`src/rtl/snn_mem_ctrl_pkg.sv`:
```
// Shared definitions for the weight/delay memory loader: command opcodes,
// parser state encoding and the CMD byte field helpers.
package snn_mem_ctrl_pkg;

   // Opcode carried in CMD[7:6]
   localparam logic [1:0] OP_NOP   = 2'b00;
   localparam logic [1:0] OP_WRITE = 2'b01;
   localparam logic [1:0] OP_FILL  = 2'b10;
   localparam logic [1:0] OP_ILL   = 2'b11;

   localparam int CMD_OP_HI = 7;
   localparam int CMD_OP_LO = 6;

   typedef enum logic [2:0] {
      S_IDLE,
      S_A_HI,
      S_A_LO,
      S_LEN,
      S_WDATA,
      S_FVAL,
      S_FRUN
   } state_t;

   function automatic logic [1:0] cmd_op(input logic [7:0] cmd);
      return cmd[CMD_OP_HI:CMD_OP_LO];
   endfunction

endpackage

```
`src/rtl/mod_m_counter.sv`:
```
// Loadable modulo-M counter; supplies the wrapping memory write address.
module mod_m_counter #(
   parameter int M = 320,
   parameter int W = $clog2(M)
) (
   input  logic         clk,
   input  logic         rst_n,
   input  logic         load,
   input  logic [W-1:0] load_val,
   input  logic         inc,
   output logic [W-1:0] value
);

   localparam logic [W-1:0] LAST = W'(M - 1);

   logic [W-1:0] value_q, value_d;

   // Next value: load has priority over increment; M-1 wraps to 0
   always_comb begin
      // NOTE: default assignment first so every path assigns value_d and no latch is inferred.
      value_d = value_q;
      if (load) begin
         value_d = load_val;
      end else if (inc) begin
         value_d = (value_q == LAST) ? '0 : value_q + W'(1);
      end
   end

   // Counter register with synchronous reset
   always_ff @(posedge clk) begin
      // NOTE: non-blocking assignments so all flops update from pre-edge values.
      if (!rst_n) value_q <= '0;
      else        value_q <= value_d;
   end

   assign value = value_q;

endmodule

```
`src/rtl/weight_mem_loader.sv`:
```
// Byte-stream command sequencer: parses WRITE/FILL frames from the host
// stream and drives the write port of the M x N weight/delay memory.
module weight_mem_loader
   import snn_mem_ctrl_pkg::*;
#(
   parameter int M  = 320,
   parameter int N  = 8,
   parameter int AW = $clog2(M)
) (
   input  logic          clk,
   input  logic          rst_n,
   input  logic [7:0]    in_data,
   input  logic          in_valid,
   output logic          in_ready,
   input  logic          abort,
   input  logic          err_clear,
   output logic [AW-1:0] mem_addr,
   output logic [N-1:0]  mem_data,
   output logic          mem_we,
   output logic          busy,
   output logic          done,
   output logic          err
);

   localparam logic [AW:0] M_EXT = (AW + 1)'(M);

   state_t        state_q, state_d;
   logic [7:0]    hi_q, hi_d;
   logic [AW-1:0] start_q, start_d;
   logic [7:0]    rem_q, rem_d;          // writes still owed after the current one
   logic          first_q, first_d;      // next WRITE byte loads the address counter
   logic          oor_q, oor_d;          // start >= M: run is timed but writes suppressed
   logic          is_fill_q, is_fill_d;
   logic          mem_we_q, mem_we_d;
   logic [N-1:0]  mem_data_q, mem_data_d;
   logic          done_pend_q, done_pend_d;
   logic          done_q, done_d;
   logic          err_q, err_d;
   logic          in_ready_q, in_ready_d;
   logic          busy_q, busy_d;

   logic          xfer;
   logic          err_set;
   logic          cnt_load, cnt_inc;
   logic [15:0]   addr16;
   logic [AW-1:0] lo_start;

   assign xfer     = in_valid & in_ready_q;
   assign addr16   = {hi_q, in_data};
   assign lo_start = addr16[AW-1:0];

   mod_m_counter #(.M(M), .W(AW)) u_addr_cnt (
      .clk      (clk),
      .rst_n    (rst_n),
      .load     (cnt_load),
      .load_val (start_q),
      .inc      (cnt_inc),
      .value    (mem_addr)
   );

   // Frame parser and write sequencer next-state logic
   always_comb begin
      state_d     = state_q;
      hi_d        = hi_q;
      start_d     = start_q;
      rem_d       = rem_q;
      first_d     = first_q;
      oor_d       = oor_q;
      is_fill_d   = is_fill_q;
      mem_we_d    = 1'b0;
      mem_data_d  = mem_data_q;
      done_pend_d = 1'b0;
      done_d      = done_pend_q;
      err_set     = 1'b0;
      cnt_load    = 1'b0;
      cnt_inc     = 1'b0;

      if (abort) begin
         state_d = S_IDLE;
         done_d  = 1'b0;
      end else begin
         case (state_q)
            S_IDLE: if (xfer) begin
               case (cmd_op(in_data))
                  OP_WRITE: begin is_fill_d = 1'b0; state_d = S_A_HI; end
                  OP_FILL:  begin is_fill_d = 1'b1; state_d = S_A_HI; end
                  OP_ILL:   err_set = 1'b1;
                  default:  ;
               endcase
            end
            S_A_HI: if (xfer) begin
               hi_d    = in_data;
               state_d = S_A_LO;
            end
            S_A_LO: if (xfer) begin
               start_d = lo_start;
               oor_d   = ({1'b0, lo_start} >= M_EXT);
               err_set = oor_d;
               state_d = S_LEN;
            end
            S_LEN: if (xfer) begin
               rem_d   = in_data;
               first_d = 1'b1;
               state_d = is_fill_q ? S_FVAL : S_WDATA;
            end
            S_WDATA: if (xfer) begin
               if (!oor_q) begin
                  mem_we_d   = 1'b1;
                  mem_data_d = in_data;
                  cnt_load   = first_q;
                  cnt_inc    = ~first_q;
               end
               first_d = 1'b0;
               if (rem_q == 8'd0) begin
                  state_d     = S_IDLE;
                  done_pend_d = 1'b1;
               end else begin
                  rem_d = rem_q - 8'd1;
               end
            end
            S_FVAL: if (xfer) begin
               if (!oor_q) begin
                  mem_we_d   = 1'b1;
                  mem_data_d = in_data;
                  cnt_load   = 1'b1;
               end
               state_d = S_FRUN;
            end
            S_FRUN: begin
               if (rem_q == 8'd0) begin
                  state_d = S_IDLE;
                  done_d  = 1'b1;
               end else begin
                  rem_d = rem_q - 8'd1;
                  if (!oor_q) begin
                     mem_we_d = 1'b1;
                     cnt_inc  = 1'b1;
                  end
               end
            end
            default: state_d = S_IDLE;
         endcase
      end

      // A setting event wins over a simultaneous clear
      err_d      = (err_q & ~err_clear) | err_set;
      in_ready_d = (state_d != S_FRUN);
      busy_d     = (state_d != S_IDLE);
   end

   // State and registered outputs, synchronous active-low reset
   always_ff @(posedge clk) begin
      if (!rst_n) begin
         state_q     <= S_IDLE;
         hi_q        <= '0;
         start_q     <= '0;
         rem_q       <= '0;
         first_q     <= 1'b0;
         oor_q       <= 1'b0;
         is_fill_q   <= 1'b0;
         mem_we_q    <= 1'b0;
         mem_data_q  <= '0;
         done_pend_q <= 1'b0;
         done_q      <= 1'b0;
         err_q       <= 1'b0;
         in_ready_q  <= 1'b0;
         busy_q      <= 1'b0;
      end else begin
         state_q     <= state_d;
         hi_q        <= hi_d;
         start_q     <= start_d;
         rem_q       <= rem_d;
         first_q     <= first_d;
         oor_q       <= oor_d;
         is_fill_q   <= is_fill_d;
         mem_we_q    <= mem_we_d;
         mem_data_q  <= mem_data_d;
         done_pend_q <= done_pend_d;
         done_q      <= done_d;
         err_q       <= err_d;
         in_ready_q  <= in_ready_d;
         busy_q      <= busy_d;
      end
   end

   assign in_ready = in_ready_q;
   assign mem_data = mem_data_q;
   assign mem_we   = mem_we_q;
   assign busy     = busy_q;
   assign done     = done_q;
   assign err      = err_q;

endmodule

```
`config.mk`:
```
export PLATFORM = sky130hd
export DESIGN_NAME = weight_mem_loader
export DESIGN_NICKNAME = d
export VERILOG_FILES = /design/src/rtl/snn_mem_ctrl_pkg.sv /design/src/rtl/mod_m_counter.sv /design/src/rtl/weight_mem_loader.sv
export SDC_FILE = /design/constraint.sdc
export NUM_CORES = 1
export LEC_CHECK = 0
export CAP_MARGIN = 10
export CORE_AREA = 2 2 74 76
export DETAILED_ROUTE_END_ITERATION = 8
export DIE_AREA = 0 0 76 78
export HOLD_SLACK_MARGIN = 0.1
export MAX_ROUTING_LAYER = met4
export PLACE_DENSITY = 0.75
export SLEW_MARGIN = 20
export SYNTH_ARGS = -nofsm -noshare
export SYNTH_HDL_FRONTEND = slang
export SYNTH_SLANG_ARGS = --single-unit
export TNS_END_PERCENT = 5
```
`constraint.sdc`:
```
create_clock -name clk -period 2.2 [get_ports clk]
set_clock_uncertainty 0.15 [all_clocks]
set_input_delay 0.33 -clock clk [delete_from_list [all_inputs] [get_ports clk]]
set_output_delay 0.33 -clock clk [all_outputs]
set_load 0.02 [all_outputs]
```
Yosys cells after proc, flatten, opt, wreduce, memory -nomap -nowiden
Index checks and enable logic that the tools add are counted.
W data, S select, Z words.
{"block": "totals", "register_bits": 47, "input_bits": 13, "out_inout_bits": 22, "elab_cells": 100}
{"block": "classes", "add_sub_neg": 2, "n_lt_le_gt_ge": 1, "n_eq_ne": 13, "n_mux": 42, "n_bitwise": 10, "reduce_logical": 17}
{"operator": "$mux W3", "count": 9}
{"operator": "$mux W9", "count": 3}
{"operator": "$mux W8", "count": 3}
{"operator": "$pmux W8 S3", "count": 1}
{"operator": "$pmux W3 S7", "count": 1}
{"operator": "$mux W1", "count": 19}
{"operator": "$reduce_and A4 Y1", "count": 4}
{"operator": "$pmux W1 S2", "count": 6}
{"operator": "$add A9 B1 Y9 const B", "count": 1}
{"operator": "$eq A3 B3 Y1 const B", "count": 3}
{"operator": "$eq A9 B9 Y1 const B", "count": 1}
{"operator": "$ge A9 B9 Y1 const B", "count": 1}
{"operator": "$logic_not A8 Y1", "count": 1}
{"operator": "$sub A8 B1 Y8 const B", "count": 1}
{"operator": "$not A1 Y1", "count": 7}
{"operator": "$eq A3 B2 Y1 const B", "count": 2}
{"operator": "$reduce_and A3 Y1", "count": 2}
{"operator": "$reduce_bool A2 Y1", "count": 3}
{"operator": "$reduce_bool A3 Y1", "count": 2}
{"operator": "$reduce_or A2 Y1", "count": 3}
{"operator": "$eq A2 B2 Y1 const B", "count": 2}
{"operator": "$ne A2 B2 Y1 const B", "count": 2}
{"operator": "$reduce_or A4 Y1", "count": 1}
{"operator": "$eq A3 B1 Y1 const B", "count": 1}
{"operator": "other kinds (5)", "count": 6}

Longest topological paths before layout
{"block": "logic_depth", "depth_word": 7, "mapped_depth": 8, "ltp_nobuf": 7}

Hierarchy
Synthesis repeated with hierarchy kept, for this count alone.
{"block": "hier_totals", "cells_unflattened": 292, "area_unflattened_um2": 2526.2}
{"mod": "weight_mem_loader", "n_inst": 1, "cells_each": 226, "area_per_inst_um2": 1964.4, "seq_area_each_um2": 760.7}
{"mod": "mod_m_counter", "n_inst": 1, "cells_each": 66, "area_per_inst_um2": 561.8, "seq_area_each_um2": 180.2}

Least setup slack after synthesis
No wires, ideal clock.
{"block": "synth_timing", "kind": "register to register", "startpoint": "register rem_q[3]", "endpoint": "register u_addr_cnt.value_q[8] (netlist: u_addr_cnt.value[8])", "setup_ns": 0.119, "t_arrival_ns": 1.831, "t_required_ns": 1.931, "path_slack_ns": 0.101, "stages_incl_launch_ff": 7, "path_buffers": 1, "synth_period_minus_slack_ns": 2.099, "cell_sequence": "dfxtp_1 -> or4_4 -> buf_6 -> nor3_4 -> o32a_2 -> a21oi_1 -> o221a_2"}
{"block": "synth_between", "elab_chain_cells": 5}
{"item": "start: declaration", "line_no": "weight_mem_loader.sv:30", "text": "logic [7:0] rem_q, rem_d;"}
{"item": "start signal: assignment", "line_no": "weight_mem_loader.sv:172", "text": "rem_q <= rem_d;"}
{"item": "$logic_not A8 Y1", "line_no": "weight_mem_loader.sv:130", "text": "if (rem_q == 8'd0) begin"}
{"item": "$mux W1", "line_no": "weight_mem_loader.sv:130"}
{"item": "$pmux W1 S2", "line_no": "weight_mem_loader.sv:82", "text": "case (state_q)"}
{"item": "$mux W1", "line_no": "weight_mem_loader.sv:78", "text": "if (abort) begin"}
{"item": "$reduce_bool A2 Y1 (no line)"}
{"item": "end signal: assignment", "line_no": "mod_m_counter.sv:33", "text": "else value_q <= value_d;"}
{"item": "end: declaration", "line_no": "mod_m_counter.sv:16", "text": "logic [W-1:0] value_q, value_d;"}
Every way passes these cells.
A chain may end at the register's enable or synchronous reset.

Worst setup path after layout
{"block": "layout_timing", "startpoint": "register rem_q[4]", "endpoint": "register rem_q[5]"}
{"block": "layout_between", "elab_chain_cells": 4, "elab_cells_between_ends": 5, "cone_classes": "add/sub: 1; mux: 3; reduce/logical: 1"}
{"item": "$sub A8 B1 Y8 / $logic_not A8 Y1 (equally long branches)"}
{"item": "$mux W8 (*)", "line_no": "weight_mem_loader.sv:114, weight_mem_loader.sv:130"}
{"item": "$mux W8", "line_no": "weight_mem_loader.sv:106", "text": "S_WDATA: if (xfer) begin"}
{"item": "$pmux W8 S3 (*)", "line_no": "weight_mem_loader.sv:82"}
Every way passes the cells marked *; elsewhere a longest branch is shown, timed or not. The select of a mux whose other input is x is not followed.

==> results.json <==
{
  "avgSynthCellArea_um2": 8.231,
  "path_buf_inv": 1,
  "pre_cts_slack_ns": -0.1609,
  "syn_inst": 299,
  "min_to": "start_q[7]",
  "final_util_pct": 64.32,
  "fin_ws_ns": 0.04961,
  "hold_viol": 0,
  "synth_most_common_cell": "dfxtp_1",
  "grt_pass1_wl_um": 10610,
  "route.vias.total": 2461,
  "critical_path_arrival_ns": 2.20,
  "yosys-top-cells-count": "dfxtp_1 (47), nand2_1 (28), nor2_1 (28), a21oi_1 (21), nand3_1 (21)",
  "power_mw": 1.494,
  "async_reset_ff_share_pct": 0,
  "portBuffers": 34,
  "synth_enable_flop_cells": 0,
  "vdd_drop_max_v": 0.0004320,
  "yosysUniqueCellTypes": 57,
  "relSlewSlack_pct": 59.81,
  "hp-start": "start_q[7]",
  "start_util_pct": 48.81,
  "core_um2": 5042,
  "gp_congestion": 0.8981,
  "cts_root_buf": "clkbuf_8",
  "grt_pass1_vias": 2261,
  "synth-seq-cells": 47,
  "grt_overflow": 0,
  "dr.pass1.iters": 4,
  "wl_per_cell_um": 14.43,
  "min_path_cells": 2,
  "total_leakage_power_nw": 1.288,
  "critPathLaunchType": "flip-flop",
  "numCtsBuffers": 5,
  "drtIter0Drc": 104,
  "rows": 26,
  "r2r_end": "rem_q[5]",
  "area_growth_pct": 31.77,
  "outcome": "completed",
  "drt-total-wl_um": 6319,
  "hp-class": "reg -> reg",
  "maxCapViolCount": 0,
  "r2r_slack_ns": 0.05,
  "path_clk_slew_ns": 0.09,
  "syn_nets": 317,
  "cpPeakStageDelay_ns": 0.61,
  "ant_nets": 0,
  "setup_viol": 0,
  "drive_above_1_share_pct": 19.84,
  "die_y_um": 78,
  "post_cts_resized": 0,
  "synth_top_area_share_pct": 38.23,
  "maxSlewViolCount": 0,
  "power.density_nw_per_um2": 460.6,
  "viasPerCell": 5.619,
  "synth_warnings": 0,
  "dp.cells": 431,
  "fp.dieW_um": 76,
  "cts_tree": "yes",
  "period_needed_ns": 2.150,
  "final_cells": 438,
  "post-cts-setup-buffers": 0,
  "io_pins": 35,
  "cp.required_ns": 2.25,
  "diodes": 0,
  "worst_pin_slew_ns": 0.5964,
  "end_kind": "flip-flop",
  "nets": 386,
  "num-fill-cells": 453,
  "r2r_cells": 5,
  "antenna_found_initial": 0,
  "synth_area_leaders": "dfxtp_1 (38%), a21oi_1 (4.3%), nand2_1 (4.3%)",
  "clk-insertion-delay-late_ns": 0.31,
  "worstPathMaxFanout": 7,
  "fin_crit_sh_pct": 97.74,
  "crit_type": "reg -> reg",
  "grt_use_total_pct": 22.30,
  "crit_chain": "or4_4 -> o41ai_2 -> buf_4 -> o2bb2ai_1 -> and2_1",
  "crit_family": "simple AND/OR/NAND/NOR gates",
  "grt_max_degree": 24,
  "cts_hold_buf": 0,
  "rsz0062_at_grt": "yes",
  "cts.path.max_buffers": 2,
  "dieArea_um2": 5928,
  "fmax_mhz": 465.0,
  "synth_seq_area_share_pct": 38.23,
  "ys.flop_type": "dfxtp_1",
  "fin_hold_ws_ns": 0.3056,
  "cts.sinks": 47,
  "syn_area_um2": 2461,
  "critical-path-slowest-cell": "o41ai_2",
  "htree_num_levels": 2,
  "dp_hpwl_um": 4799,
  "regToRegStartpoint": "rem_q[4]",
  "synth_area_leader_cell": "dfxtp_1",
  "post-route-drc-count": 0
}
per-stage QoR:
| stage | setup TNS, ns | area (um^2) |
|---|---|---|
| global placement | -1.189 | 3156 |
| detailed placement | -1.835 | 3156 |
| floorplan | 0 | 2461 |
| global route | -0.09556 | 3243 |
| finish | 0 | 3243 |
| CTS | 0 | 3238 |
kinds of logic (layout without fill, tap and decap cells):
logic type,count (synthesis),count (layout),share of synthesized area [%]
AOI/OAI and AO/OA,77,77,21.15
xor gates and xnor gates,2,2,0.7119
adders and majority gates,5,5,2.542
buffers and inverters,27,96,4.728
DFF,47,47,38.23
muxes,10,10,4.118
and+or+nand+nor,131,131,28.52
state kept, by name, indices dropped and copies added, names as in the netlist:
register and flops:
hi_q 1, start_q 9, mem_we 1, first_q 1
rem_q 8, u_addr_cnt.value 9, state_q 3, mem_data 8
oor_q 1, done 1, is_fill_q 1, busy 1
in_ready 1, done_pend_q 1, err 1
cells in the final DEF, fill, tap and decap left out, types with 2 or more instances in the layout:
master and instances:
o2bb2ai_1 2, o21ai_0 17, buf_4 47, o31a_1 2, mux2i_1 9, xor2_1 2
nand3_1 21, o311a_2 2, clkdlybuf4s50_1 34, and4_1 2, nand4_1 3, a21boi_0 8
or2_2 2, nor3_1 8, o221a_2 2, and2_1 2, ha_1 5, dfxtp_1 47
nand2_1 28, a31oi_1 5, nor2_1 28, inv_1 8, nor4_1 6, or3_1 4
a21oi_1 21, o211ai_1 2, nor2b_1 9, clkbuf_8 5, o22ai_1 5, nand2b_1 5
metal layers:
metal  share of wire (%)  global-route usage (%)  routed length (um)
met1                  43                   27.94                2747
met2                  51                   38.75                3212
met3                 5.0                   3.140                 315
met4                0.70                   4.545                  44
met5                   0                       -                   0
final cells by class:
class	count	area [um^2]	share of cell area (%)
tap	70	87.58	2.701
clock inverter	2	13.76	0.4244
multi-input combinational	225	1409	43.44
sequential	47	940.9	29.01
timing repair buffer	81	693.2	21.37
clock buffer	5	68.82	2.122
inverter	8	30.03	0.9259
worst min-delay path, cell delays in order, from the launching register on:
cell and delay [ns]:
dfxtp_1 0.32, nand2_1 0.05, a21oi_1 0.05
worst max-delay path by stage:
stage,start,endpoint,cells after the start
final,rem_q[4],rem_q[5],5
after CTS,rem_q[3],rem_q[5],5
after global routing,rem_q[3],rem_q[6],5
after global placement,in_valid,u_addr_cnt.value[0],6
after detailed placement,abort,rem_q[1],6
after floorplan,rem_q[3],u_addr_cnt.value[8],6
report_power, final:
part / switching, mW / internal [mW]
Combinational: 0.0600 / 0.0596
Clock: 0.301 / 0.218
Sequential: 0.00251 / 0.852
Total: 0.364 / 1.13
Power figures use the tool's default switching activity.
